**src/rtl/jk_excite_seq.sv**
```systemverilog
`default_nettype none
// ============================================================================
//  Module      : jk_excite_seq
//  Description : Turns a serial stream of target bits into J/K excitation for
//                an external JK flip-flop, then reads q back and counts misses.
//  Revision    : 1.0  initial release
// ============================================================================
module jk_excite_seq #(
    parameter int CNT_W      = 8,
    parameter bit USE_TOGGLE = 1'b0
) (
    input  logic             clk,
    input  logic             rst_n,
    input  logic             tgt_valid,
    input  logic             tgt_bit,
    output logic             tgt_ready,
    input  logic             q_fb,
    output logic             j,
    output logic             k,
    output logic             busy,
    output logic             err,
    output logic [CNT_W-1:0] err_cnt,
    output logic [CNT_W-1:0] bit_cnt
);

    typedef enum logic [1:0] {
        S_IDLE   = 2'd0,
        S_APPLY  = 2'd1,
        S_VERIFY = 2'd2
    } state_t;

    localparam logic [CNT_W-1:0] c_cnt_max = {CNT_W{1'b1}};
    localparam logic [CNT_W-1:0] c_cnt_one = {{(CNT_W-1){1'b0}}, 1'b1};

    state_t           r_state;
    logic             r_tgt;
    logic             r_j;
    logic             r_k;
    logic             r_err;
    logic [CNT_W-1:0] r_err_cnt;
    logic [CNT_W-1:0] r_bit_cnt;

    logic [1:0]       w_jk;
    logic             w_mismatch;

    // A no-change target always holds; only real transitions use set/reset or toggle.
    always_comb begin
        w_jk = 2'b00;
        if (tgt_bit != q_fb) begin
            if (USE_TOGGLE) begin
                w_jk = 2'b11;
            end else begin
                w_jk = tgt_bit ? 2'b10 : 2'b01;
            end
        end
    end

    assign w_mismatch = q_fb ^ r_tgt;

    always_ff @(posedge clk or negedge rst_n) begin
        if (!rst_n) begin
            r_state   <= S_IDLE;
            r_tgt     <= 1'b0;
            r_j       <= 1'b0;
            r_k       <= 1'b0;
            r_err     <= 1'b0;
            r_err_cnt <= '0;
            r_bit_cnt <= '0;
        end else begin
            r_j   <= 1'b0;
            r_k   <= 1'b0;
            r_err <= 1'b0;
            case (r_state)
                S_IDLE: begin
                    if (tgt_valid) begin
                        r_tgt      <= tgt_bit;
                        {r_j, r_k} <= w_jk;
                        r_state    <= S_APPLY;
                    end
                end
                S_APPLY: begin
                    r_state <= S_VERIFY;
                end
                S_VERIFY: begin
                    if (r_bit_cnt != c_cnt_max) begin
                        r_bit_cnt <= r_bit_cnt + c_cnt_one;
                    end
                    if (w_mismatch) begin
                        r_err <= 1'b1;
                        if (r_err_cnt != c_cnt_max) begin
                            r_err_cnt <= r_err_cnt + c_cnt_one;
                        end
                    end
                    r_state <= S_IDLE;
                end
                default: begin
                    r_state <= S_IDLE;
                end
            endcase
        end
    end

    assign tgt_ready = (r_state == S_IDLE);
    assign busy      = (r_state != S_IDLE);
    assign j         = r_j;
    assign k         = r_k;
    assign err       = r_err;
    assign err_cnt   = r_err_cnt;
    assign bit_cnt   = r_bit_cnt;

endmodule
`default_nettype wire
```
**config.mk**
```make
export PLATFORM = sky130hd
export DESIGN_NAME = jk_excite_seq
export DESIGN_NICKNAME = d
export VERILOG_FILES = /design/src/rtl/jk_excite_seq.sv
export SDC_FILE = /design/constraint.sdc
export NUM_CORES = 1
export LEC_CHECK = 0
export BUFFER_PORTS_ARGS = -buffer_cell sky130_fd_sc_hd__buf_2
export CAP_MARGIN = 10
export CORE_UTILIZATION = 40
export CTS_BUF_LIST = sky130_fd_sc_hd__clkbuf_8 sky130_fd_sc_hd__clkbuf_16
export CTS_CLUSTER_DIAMETER = 80
export CTS_CLUSTER_SIZE = 16
export DETAILED_ROUTE_END_ITERATION = 16
export PLACE_DENSITY_LB_ADDON = 0.1
export SLEW_MARGIN = 20
export SYNTH_ARGS = -nofsm -noshare
export SYNTH_HDL_FRONTEND = slang
export SYNTH_SLANG_ARGS = --single-unit
```
**constraint.sdc**
```tcl
create_clock -name clk -period 1.9 [get_ports clk]
set_input_delay 0.095 -clock clk [delete_from_list [all_inputs] [get_ports clk]]
set_output_delay 0.095 -clock clk [all_outputs]
set_load 0.005 [all_outputs]
```
After elaboration in Yosys (flattened, before gate mapping):

Cells that the tools add are included.

* register bits: 22
* bits in latches: 0
* bits in writable memories: 0
* memory bits (read-only): 0
* logic and storage cells: 31
* memories kept: 0

* $add $sub $neg: 2
* multipliers: 0
* div/mod/pow operators: 0
* $lt $le $gt $ge: 0
* eq/ne operators: 6
* shift-type cells: 0
* multiplexer cells: 10
* bitwise logic cells: 1
* reduce and logical (&&, ||, !) cells: 5

Operators by type and width (count)
* $add 8x1->8 const B: 2
* $ne 8x8->1 const B: 2
* $mux 1: 6
* $mux 2: 3
* $pmux 2 s2: 1
* $reduce_and 2->1: 2
* $reduce_and 3->1: 1
* $eq 2x1->1 const B: 1
* $eq 2x2->1 const B: 1
* $logic_not 2->1: 1
* $ne 2x2->1 const B: 1
* $reduce_bool 2->1: 1
* $ne 1x1->1: 1
* $xor 1x1->1: 1

Longest topological paths before layout:

Gate-level depths: netlist of the first run.

* word-level depth: 4
* gate-level depth with buffers: 6

Worst setup path after synthesis of the first run:

Ideal clock, no wire load.

* path type: register to register
* from: register r_bit_cnt[0] (netlist: bit_cnt[0])
* to: register r_bit_cnt[1] (netlist: bit_cnt[1])
* data arrival time: 1.460 ns
* required time: 1.775 ns
* slack: 0.315 ns
* cell stages (with the launch flop): 5
* period minus slack after synthesis: 1.585 ns
* path through: dfrtp_1 > ha_1 > and3_1 > a21oi_1 > mux2_2

* word-level cells in the longest chain between the ends: 2
* elaborated cells on any way between the ends: 3
* classes of those cells: 1 x add/sub; 1 x eq/ne; 1 x reduce/logical

Ends and longest elaborated chain
* start, declared: RTL line 41 `logic [CNT_W-1:0] r_bit_cnt;`
* start signal, assigned: RTL line 86 `r_bit_cnt <= r_bit_cnt + c_cnt_one;`
* branches (longest 2 deep; another with $add 8x1->8)

Several ways; the timed one is not identified.
A chain may end at the register's enable or synchronous reset.

Final worst setup path of the first run:

Same ends and word-level chain as after synthesis.

==> results.yml, run 1 <==
routing:
  post-route-drc-count: 0
  wirelength_um: 1822
  ant_nets: 0
  drtIter0Drc: 20
  wl_per_cell_um: 12.48
  via_per_inst: 5.014
  drtPass1Iterations: 4
  via_count: 732
timing:
  rsz0062_at_grt: "false"
  setup_viol: 0
  finalClockSkew_ps: 2.554
  tightestPinTransition_ps: 490.5
  slew_headroom_pct: 67.30
  fin_crit_ps: 1677
  finalWorstSetupSlack_ps: 223.0
  fin_crit_sh_pct: 88.27
  slew_viol_final: 0
  setup-tns-final_ps: 0
  holdWs_ps: 33.38
  fmax_ghz: 0.5963
  hold_viol: 0
grt:
  grt_pass1_wl_um: 2918
  track_usage_pct: 15.10
  grt_max_degree: 23
  first_global_vias: 640
  grt.overflow.total: 0
  grt_antenna_before_repair: 0
worst_setup_path:
  cpPeakStageDelay_ps: 430
  ff2ff_setup_slack_ps: 220
  path_class: "register to register"
  crit_path_start_kind: "register"
  arrival_ps: 1820
  r2r_cells: 4
  cp_max_fo: 5
  slowest_stage: "dfrtp_1"
  required_ps: 2050
  worstReg2RegStart: "bit_cnt[0]$_DFFE_PN0P_"
  r2r_end: "bit_cnt[1]$_DFFE_PN0P_"
  cp-end-kind: "register"
  path_cells: "ha_1 -> and3_1 -> a21oi_1 -> mux2_2"
floorplan:
  die_area_um2: 2775
  rows: 17
  dieWidth_um: 52.68
  io_pins: 26
  initial_core_util_pct: 44.31
  chipHeight_um: 52.68
  core_um2: 2318
power_and_ir_drop:
  leakage_nw: 0.5937
  vdd_drop_max_uv: 704.4
  power_density_nw_per_um2: 1130
outcome:
  outcome: "complete, no violations"
placement:
  io_buffers: 25
  hpwl_um: 1338
  pre_cts_ws_ps: 243.5
  gp_congestion: 0.7388
logic_synthesis:
  synth_area_leader_cell: "dfrtp_1"
  ys_warn_count: 0
  synth_area_leaders: "dfrtp_1 (54%), mux2_2 (4.4%), xor2_1 (4.3%)"
  ys_ff_latch: 22
  synth_top_area_share_pct: 53.59
  syn_nets: 96
  postSynthAreaPerCell_um2: 11.54
  netlist_instances: 89
  yosysSeqAreaShare_pct: 53.59
  synthDistinctLibCells: 28
  netlist_area_um2: 1027
cells_and_area:
  nets: 127
  drive_gt1_share_pct: 31.36
  antenna_cells: 0
  area_growth_syn_to_layout_pct: 20.46
hold_path:
  whs_path_depth: 2
  min_from: "q_fb"
  holdCritPathClass: "input port to register"
  min_to: "j$_DFF_PN0_"
clocking:
  h-tree-depth: 1
  post-cts-setup-buffer-count: 0
  clk_latency_ps: 260
  clk_pin_slew_ps: 70
  cts_made_buffers: 3
  clockRootBuffer: "clkbuf_8"
  clock_sinks: 22
  tritoncts: "done"
  clock_path_buffers: 2
run:
  drv_cap: 0
cell usage in the layout (no fill, tap or decap), types with 4 or more instances in the layout:
master	synthesis	final
buf_2	0	25
dfrtp_1	22	22
nor2_1	8	8
nand2_1	7	7
nand3_1	5	5
xor2_1	5	5
inv_1	4	4
mux2_2	4	4
nand4_1	4	4
cell type report:
cell class / instances / area [µm²]
multi-input combinational: 62 / 450.4
clock buffer: 3 / 41.29
inverter: 4 / 15.01
tap: 28 / 35.03
timing repair buffer: 27 / 145.1
fill: 223 / 1081
sequential: 22 / 550.5
sequential cells by signal (all words and copies together) (netlist names):
register  flops
k             1
j             1
err_cnt       8
err           1
r_tgt         1
bit_cnt       8
r_state       2
per-layer routing:
| layer | GRT usage (%) | vias up | wire [µm] |
|---|---|---|---|
| met1 | 19.20 | 342 | 890 |
| met3 | 5.507 | 2 | 82 |
| met5 | 0 | - | 0 |
| met4 | 7.895 | 0 | 14 |
| li1 | - | 371 | - |
| met2 | 22.15 | 17 | 834 |
worst max-delay path, delay by kind of cell (launching register included):
family                   cells  cell delay (ps)
flip-flops                   1              430
multiplexers                 1              370
AO/OA/AOI/OAI                1              310
adder cells (fa/ha/maj)      1              240
AND/OR/NAND/NOR              1              210
worst max path at each step:
stage	from	to	slack (ps)	cells past startpoint
2_1_floorplan	bit_cnt[0]$_DFFE_PN0P_	bit_cnt[1]$_DFFE_PN0P_	320	4
3_3_place_gp	bit_cnt[0]$_DFFE_PN0P_	bit_cnt[1]$_DFFE_PN0P_	290	4
3_5_place_dp	bit_cnt[0]$_DFFE_PN0P_	bit_cnt[1]$_DFFE_PN0P_	240	4
4_1_cts	bit_cnt[0]$_DFFE_PN0P_	bit_cnt[1]$_DFFE_PN0P_	230	4
5_1_grt	bit_cnt[0]$_DFFE_PN0P_	bit_cnt[1]$_DFFE_PN0P_	120	4
6_report	bit_cnt[0]$_DFFE_PN0P_	bit_cnt[1]$_DFFE_PN0P_	220	4
cell families (layout without fill, tap and decap cells):
logic type               after synthesis  count (layout)  share of synthesized area (%)
flip-flops                            22              22                          53.59
buffers and inverters                  5              34                          2.557
XOR/XNOR                               8               8                          6.821
AND/OR/NAND/NOR                       40              40                          24.48
adder cells (fa/ha/maj)                2               2                          2.436
multiplexers                           6               6                          6.455
AO/OA/AOI/OAI                          6               6                          3.654
timing repair:
item                                    4_1_cts  5_1_grt
resized for setup                             0        0
endpoints found under the setup margin        0        0
hold buffers                                  2        0
endpoints found under the hold margin        23        0
Yosys cell counts (all sizes together):
master and n:
dfrtp 22, nor2 8, nand2 7, mux2 5
nand3 5, xor2 5, inv 4, nand4 4
nor3 4, a21oi 3, xnor2 3, and4 2
ha 2, nor2b 2, nor3b 2, nor4 2
a31oi 1, a41oi 1, and3 1, buf 1
mux2i 1, nand2b 1, nor4b 1, o21a 1
or2 1
where the power goes:
part           switching, mW  internal [mW]  leakage [nW]
logic                  0.178          0.203         0.295
registers              0.148          0.587         0.277
clock network          0.141          0.141        0.0216
metrics by stage:
| step | area (µm²) | utilization (%) | std cells | power, mW |
|---|---|---|---|---|
| after global placement | 1176 | 50.73 | 141 | 1.104 |
| final | 1237 | 53.37 | 146 | 1.398 |
| after CTS | 1237 | 53.37 | 146 | 1.427 |
| after detailed placement | 1176 | 50.73 | 141 | 1.130 |
| after floorplan | 1027 | - | 89 | 0.9432 |
| after global routing | 1237 | 53.37 | 146 | 1.500 |
Power figures use the tool's default switching activity.
==> run 2, diff against run 1 <==
--- a/config.mk
+++ b/config.mk
@@ -9,7 +9,7 @@
 export CAP_MARGIN = 10
 export CORE_UTILIZATION = 40
 export CTS_BUF_LIST = sky130_fd_sc_hd__clkbuf_8 sky130_fd_sc_hd__clkbuf_16
-export CTS_CLUSTER_DIAMETER = 80
+export CTS_CLUSTER_DIAMETER = 50
 export CTS_CLUSTER_SIZE = 16
 export DETAILED_ROUTE_END_ITERATION = 16
 export PLACE_DENSITY_LB_ADDON = 0.1
==> constraint.sdc (replaced) <==
create_clock -name clk -period 1.5 [get_ports clk]
set_input_delay 0.075 -clock clk [delete_from_list [all_inputs] [get_ports clk]]
set_output_delay 0.075 -clock clk [all_outputs]
set_load 0.005 [all_outputs]
==> results.yml, run 2 (same netlist as run 1, synthesis figures left out) <==
timing:
  fmax_ghz: 0.6975
  setup-tns-final_ps: 0
  slew_viol_final: 0
  slew_headroom_pct: 67.91
  fin_crit_ps: 1434
  tightestPinTransition_ps: 481.3
  finalClockSkew_ps: 2.986
  finalWorstSetupSlack_ps: 66.39
  rsz0062_at_grt: "false"
  fin_crit_sh_pct: 95.57
  hold_viol: 0
  setup_viol: 0
grt:
  grt_util_met3_pct: 2.899
  grt.overflow.total: 0
  grt_antenna_before_repair: 0
  grt-busiest-layer: "met2"
  grt_pass1_wl_um: 3222
  met2_usage_pct: 25.95
  track_usage_pct: 16.27
  first_global_vias: 741
  grt_max_degree: 23
  use_met1_pct: 21.56
routing:
  post-route-drc-count: 0
  drtIter0Drc: 4
  wl_per_cell_um: 11.72
  wirelength_um: 1911
  via_count: 806
  via_per_inst: 4.945
  drtPass1Iterations: 3
  ant_nets: 0
cells_and_area:
  nFillCells: 213
  area_growth_syn_to_layout_pct: 36.30
  nets: 143
  drive_gt1_share_pct: 43.70
  final_common_cell: "buf_2"
  final_cell_mix: "buf_2 (25), dfrtp_1 (22), buf_4 (17)"
  antenna_cells: 0
run:
  drv_cap: 0
floorplan:
  initial_core_util_pct: 44.31
  dieWidth_um: 52.68
  rows: 17
  io_pins: 26
  die_area_um2: 2775
  chipHeight_um: 52.68
  core_um2: 2318
worst_setup_path:
  cp_max_fo: 4
  cpPeakStageDelay_ps: 400
  cp-end-kind: "register"
  path_cells: "nand3_1 -> nor3_4 -> nor2_2 -> mux2_2"
  required_ps: 1640
  arrival_ps: 1580
  slowest_stage: "dfrtp_1"
  path_class: "register to register"
  crit_path_start_kind: "register"
placement:
  pre_cts_ws_ps: -51.99
  hpwl_um: 1432
  gp_congestion: 0.8362
  io_buffers: 25
clocking:
  clockRootBuffer: "clkbuf_8"
  tritoncts: "done"
  clk_pin_slew_ps: 80
  cts_made_buffers: 3
  clock_path_buffers: 2
  clk_latency_ps: 250
  h-tree-depth: 1
  clock_sinks: 22
power_and_ir_drop:
  power_density_nw_per_um2: 1450
  vdd_drop_max_uv: 1075
  p_comb_share_pct: 36.7
  pwr-share-clk_pct: 20.5
  seq_power_share_pct: 42.8
  p_int_mw: 1.387
  netSwitchingPower_uw: 643.0
  switching_share_pct: 31.67
  leakage_nw: 0.7022
  total_power_mw: 2.030
outcome:
  outcome: "complete, no violations"
hold_path:
  holdCritPathClass: "input port to register"
[run 2: stage by stage]
stage	hold WS, ps	cells	area (µm²)	utilization (%)
6_report	2.713	163	1400	60.39
3_3_place_gp	64.51	155	1285	55.42
2_1_floorplan	-220.6	89	1031	-
5_1_grt	9.930	163	1400	60.39
4_1_cts	0.006939	162	1371	59.15
3_5_place_dp	66.24	155	1285	55.42
[run 2: worst paths after layout]
check                                    endpoint  depth (start not counted)                    from  slack, ps
setup reg to reg           err_cnt[1]$_DFFE_PN0P_                          4  err_cnt[4]$_DFFE_PN0P_         70
min in group asynchronous             j$_DFF_PN0_                          2                   rst_n        310
hold / removal                        k$_DFF_PN0_                          2                 tgt_bit          3
setup / recovery           err_cnt[1]$_DFFE_PN0P_                          4  err_cnt[4]$_DFFE_PN0P_         70
max in group asynchronous  bit_cnt[0]$_DFFE_PN0P_                          2                   rst_n        860
hold reg to reg            err_cnt[5]$_DFFE_PN0P_                          1  err_cnt[5]$_DFFE_PN0P_        500
[run 2: critical path, delay by kind of cell (launching register included)]
kind / cells / cell delay, ps
AND/OR/NAND/NOR: 3 / 650
flip-flops: 1 / 400
multiplexers: 1 / 270
[run 2: layout make-up]
| type | count | area, µm² | area share (%) |
|---|---|---|---|
| clock buffers | 4 | 55.05 | 3.932 |
| multi-input cells | 62 | 481.7 | 34.41 |
| repair buffers | 43 | 262.8 | 18.77 |
| well taps | 28 | 35.03 | 2.502 |
| inverters | 4 | 15.01 | 1.072 |
| flip-flops and latches | 22 | 550.5 | 39.32 |
[run 2: power groups by stage]
| stage | sequential [mW] | combinational, mW | clock [mW] |
|---|---|---|---|
| finish | 0.869 | 0.744 | 0.417 |
| global placement | 0.878 | 0.660 | 0 |
| detailed placement | 0.886 | 0.677 | 0 |
| global route | 0.904 | 0.836 | 0.443 |
| floorplan | 0.929 | 0.268 | 0 |
| CTS | 0.878 | 0.707 | 0.425 |
[run 2: timing repair]
item	CTS	global route
resized for setup	2	4
pin swaps	1	1
buffers inserted	2	1
hold buffers	1	0
setup endpoints to repair	3	6
hold endpoints to repair	22	0
[run 2: metal layers]
layer	vias up	wire, µm
met4	0	16
met3	2	75
met1	380	953
met2	16	867
met5	-	0
li1	408	-
==> run 3, diff against run 2 <==
--- a/config.mk
+++ b/config.mk
@@ -12,7 +12,8 @@
 export CTS_CLUSTER_DIAMETER = 50
 export CTS_CLUSTER_SIZE = 16
 export DETAILED_ROUTE_END_ITERATION = 16
-export PLACE_DENSITY_LB_ADDON = 0.1
+export PLACE_DENSITY = 0.69
+export SETUP_SLACK_MARGIN = 0.3
 export SLEW_MARGIN = 20
 export SYNTH_ARGS = -nofsm -noshare
 export SYNTH_HDL_FRONTEND = slang
==> results.yml, run 3 (same netlist as run 1, synthesis figures left out) <==
routing:
  via_count: 957
  via_per_inst: 5.287
  drtIter0Drc: 15
  wl_per_cell_um: 17.29
  ant_nets: 0
  wirelength_um: 3130
  drtPass1Iterations: 4
  post-route-drc-count: 0
floorplan:
  core_um2: 2318
  chipHeight_um: 52.68
  io_pins: 26
  die_area_um2: 2775
  initial_core_util_pct: 44.31
  dieWidth_um: 52.68
  rows: 17
worst_setup_path:
  required_ps: 1640
  crit_path_start_kind: "register"
  slowest_stage: "dfrtp_1"
  path_cells: "buf_6 -> buf_6 -> nand4_1 -> nor2_4 -> nand4_1 -> mux2_2"
  cpPeakStageDelay_ps: 450
  path_class: "register to register"
  cp-end-kind: "register"
  arrival_ps: 1630
  cp_max_fo: 3
cells_and_area:
  area_growth_syn_to_layout_pct: 66.14
  drive_gt1_share_pct: 60.78
  final_common_cell: "buf_2"
  seq_area_um2: 551.8
  final_cell_mix: "buf_2 (24), buf_4 (22), dfrtp_1 (21)"
  fin_cells: 181
  nets: 161
  nFillCells: 154
  multi_input_area_um2: 598.1
  antenna_cells: 0
power_and_ir_drop:
  seq_power_share_pct: 35.7
  switching_share_pct: 34.26
  pwr-share-clk_pct: 16.2
  p_comb_share_pct: 48.1
  netSwitchingPower_uw: 899.5
  power_density_nw_per_um2: 1539
  vdd_drop_max_uv: 1276
  leakage_nw: 0.8427
  p_int_mw: 1.726
clocking:
  clk_latency_ps: 260
  clockRootBuffer: "clkbuf_8"
  clock_sinks: 22
  clock_path_buffers: 2
  cts_made_buffers: 3
  tritoncts: "done"
  h-tree-depth: 1
  clk_pin_slew_ps: 80
grt:
  use_met1_pct: 23.93
  track_usage_pct: 21.13
  grt_max_degree: 23
  first_global_vias: 925
  grt_util_met3_pct: 2.609
  grt_antenna_before_repair: 0
  met2_usage_pct: 39.66
  grt-busiest-layer: "met2"
  grt_pass1_wl_um: 4140
  grt.overflow.total: 0
timing:
  slew_headroom_pct: 67.60
  fmax_ghz: 0.6694
  rsz0062_at_grt: "true"
  setup_viol: 0
  holdWs_ps: -0.1495
  slew_viol_final: 0
  finalWorstSetupSlack_ps: 6.035
  finalClockSkew_ps: 6.855
  fin_crit_sh_pct: 99.60
  fin_crit_ps: 1494
  tightestPinTransition_ps: 486.0
  hold_viol: 1
placement:
  pre_cts_ws_ps: -50.62
  hpwl_um: 1548
  dp.cells: 152
  gp_congestion: 0.7350
  io_buffers: 25
outcome:
  violations: "negative hold slack"
  outcome: "finished, violations left"
hold_path:
  holdCritPathClass: "input port to register"
run:
  drv_cap: 0
run 3: cell types whose count changed in the layout (fill, tap and decap cells not counted), sizes merged:
| cell | before | now |
|---|---|---|
| buf | 42 | 59 |
| dlygate4sd3 | 1 | 2 |
run 3: final timing paths:
| check | from | to | slack [ps] | cells after the start |
|---|---|---|---|---|
| max | bit_cnt[0]$_DFFE_PN0P_ | bit_cnt[7]$_DFFE_PN0P_ | 6 | 6 |
| min | q_fb | j$_DFF_PN0_ | -0.1 | 2 |
| max reg2reg | bit_cnt[0]$_DFFE_PN0P_ | bit_cnt[7]$_DFFE_PN0P_ | 6 | 6 |
| min reg2reg | err_cnt[5]$_DFFE_PN0P_ | err_cnt[5]$_DFFE_PN0P_ | 540 | 1 |
| max in group asynchronous | rst_n | bit_cnt[2]$_DFFE_PN0P_ | 850 | 2 |
| min in group asynchronous | rst_n | bit_cnt[3]$_DFFE_PN0P_ | 300 | 2 |
run 3: area by class of cell:
type | count | area share (%)
Inverter | 4 | 0.8798
Multi-Input combinational cell | 62 | 35.04
Tap cell | 28 | 2.053
Sequential cell | 22 | 32.33
Clock buffer | 4 | 3.226
Timing Repair Buffer | 61 | 26.47
run 3: routing by layer:
metal  vias up  wire, µm
met2        30      1800
met1       484      1220
met5         -         0
met3         2       101
met4         0         8
li1        441         -
run 3: what timing repair did:
item	4_1_cts	5_1_grt
setup buffers	16	7
pin swaps	16	10
endpoints found under the hold margin	23	0
setup endpoints to repair	18	20
hold buffers	2	0
gates resized for setup	23	12
run 3: worst max-delay path, delay by kind of cell, from the launching register on:
kind,cells,cell delay [ps]
buffers and inverters,2,220
flip-flops,1,450
AND/OR/NAND/NOR,3,400
multiplexers,1,310
run 3: power by group through the flow:
| stage | sequential (mW) | clock [mW] | combinational [mW] |
|---|---|---|---|
| 2_1_floorplan | 0.938 | 0 | 0.305 |
| 4_1_cts | 0.897 | 0.431 | 1.03 |
| 3_5_place_dp | 0.898 | 0 | 0.702 |
| 5_1_grt | 0.965 | 0.452 | 1.35 |
| 3_3_place_gp | 0.885 | 0 | 0.667 |
| 6_report | 0.939 | 0.424 | 1.26 |
run 3: stage by stage:
step / hold WS (ps) / cell area [µm²] / utilization, % / setup TNS [ps] / power (mW)
after floorplan: -220.6 / 1076 / - / 0 / 1.244
after global placement: 61.01 / 1308 / 56.39 / 0 / 1.552
after detailed placement: 62.93 / 1308 / 56.39 / -50.62 / 1.600
after CTS: 3.088 / 1589 / 68.54 / 0 / 2.358
after global routing: 3.620 / 1707 / 73.61 / -139.2 / 2.764
final: -0.1495 / 1707 / 73.61 / 0 / 2.626
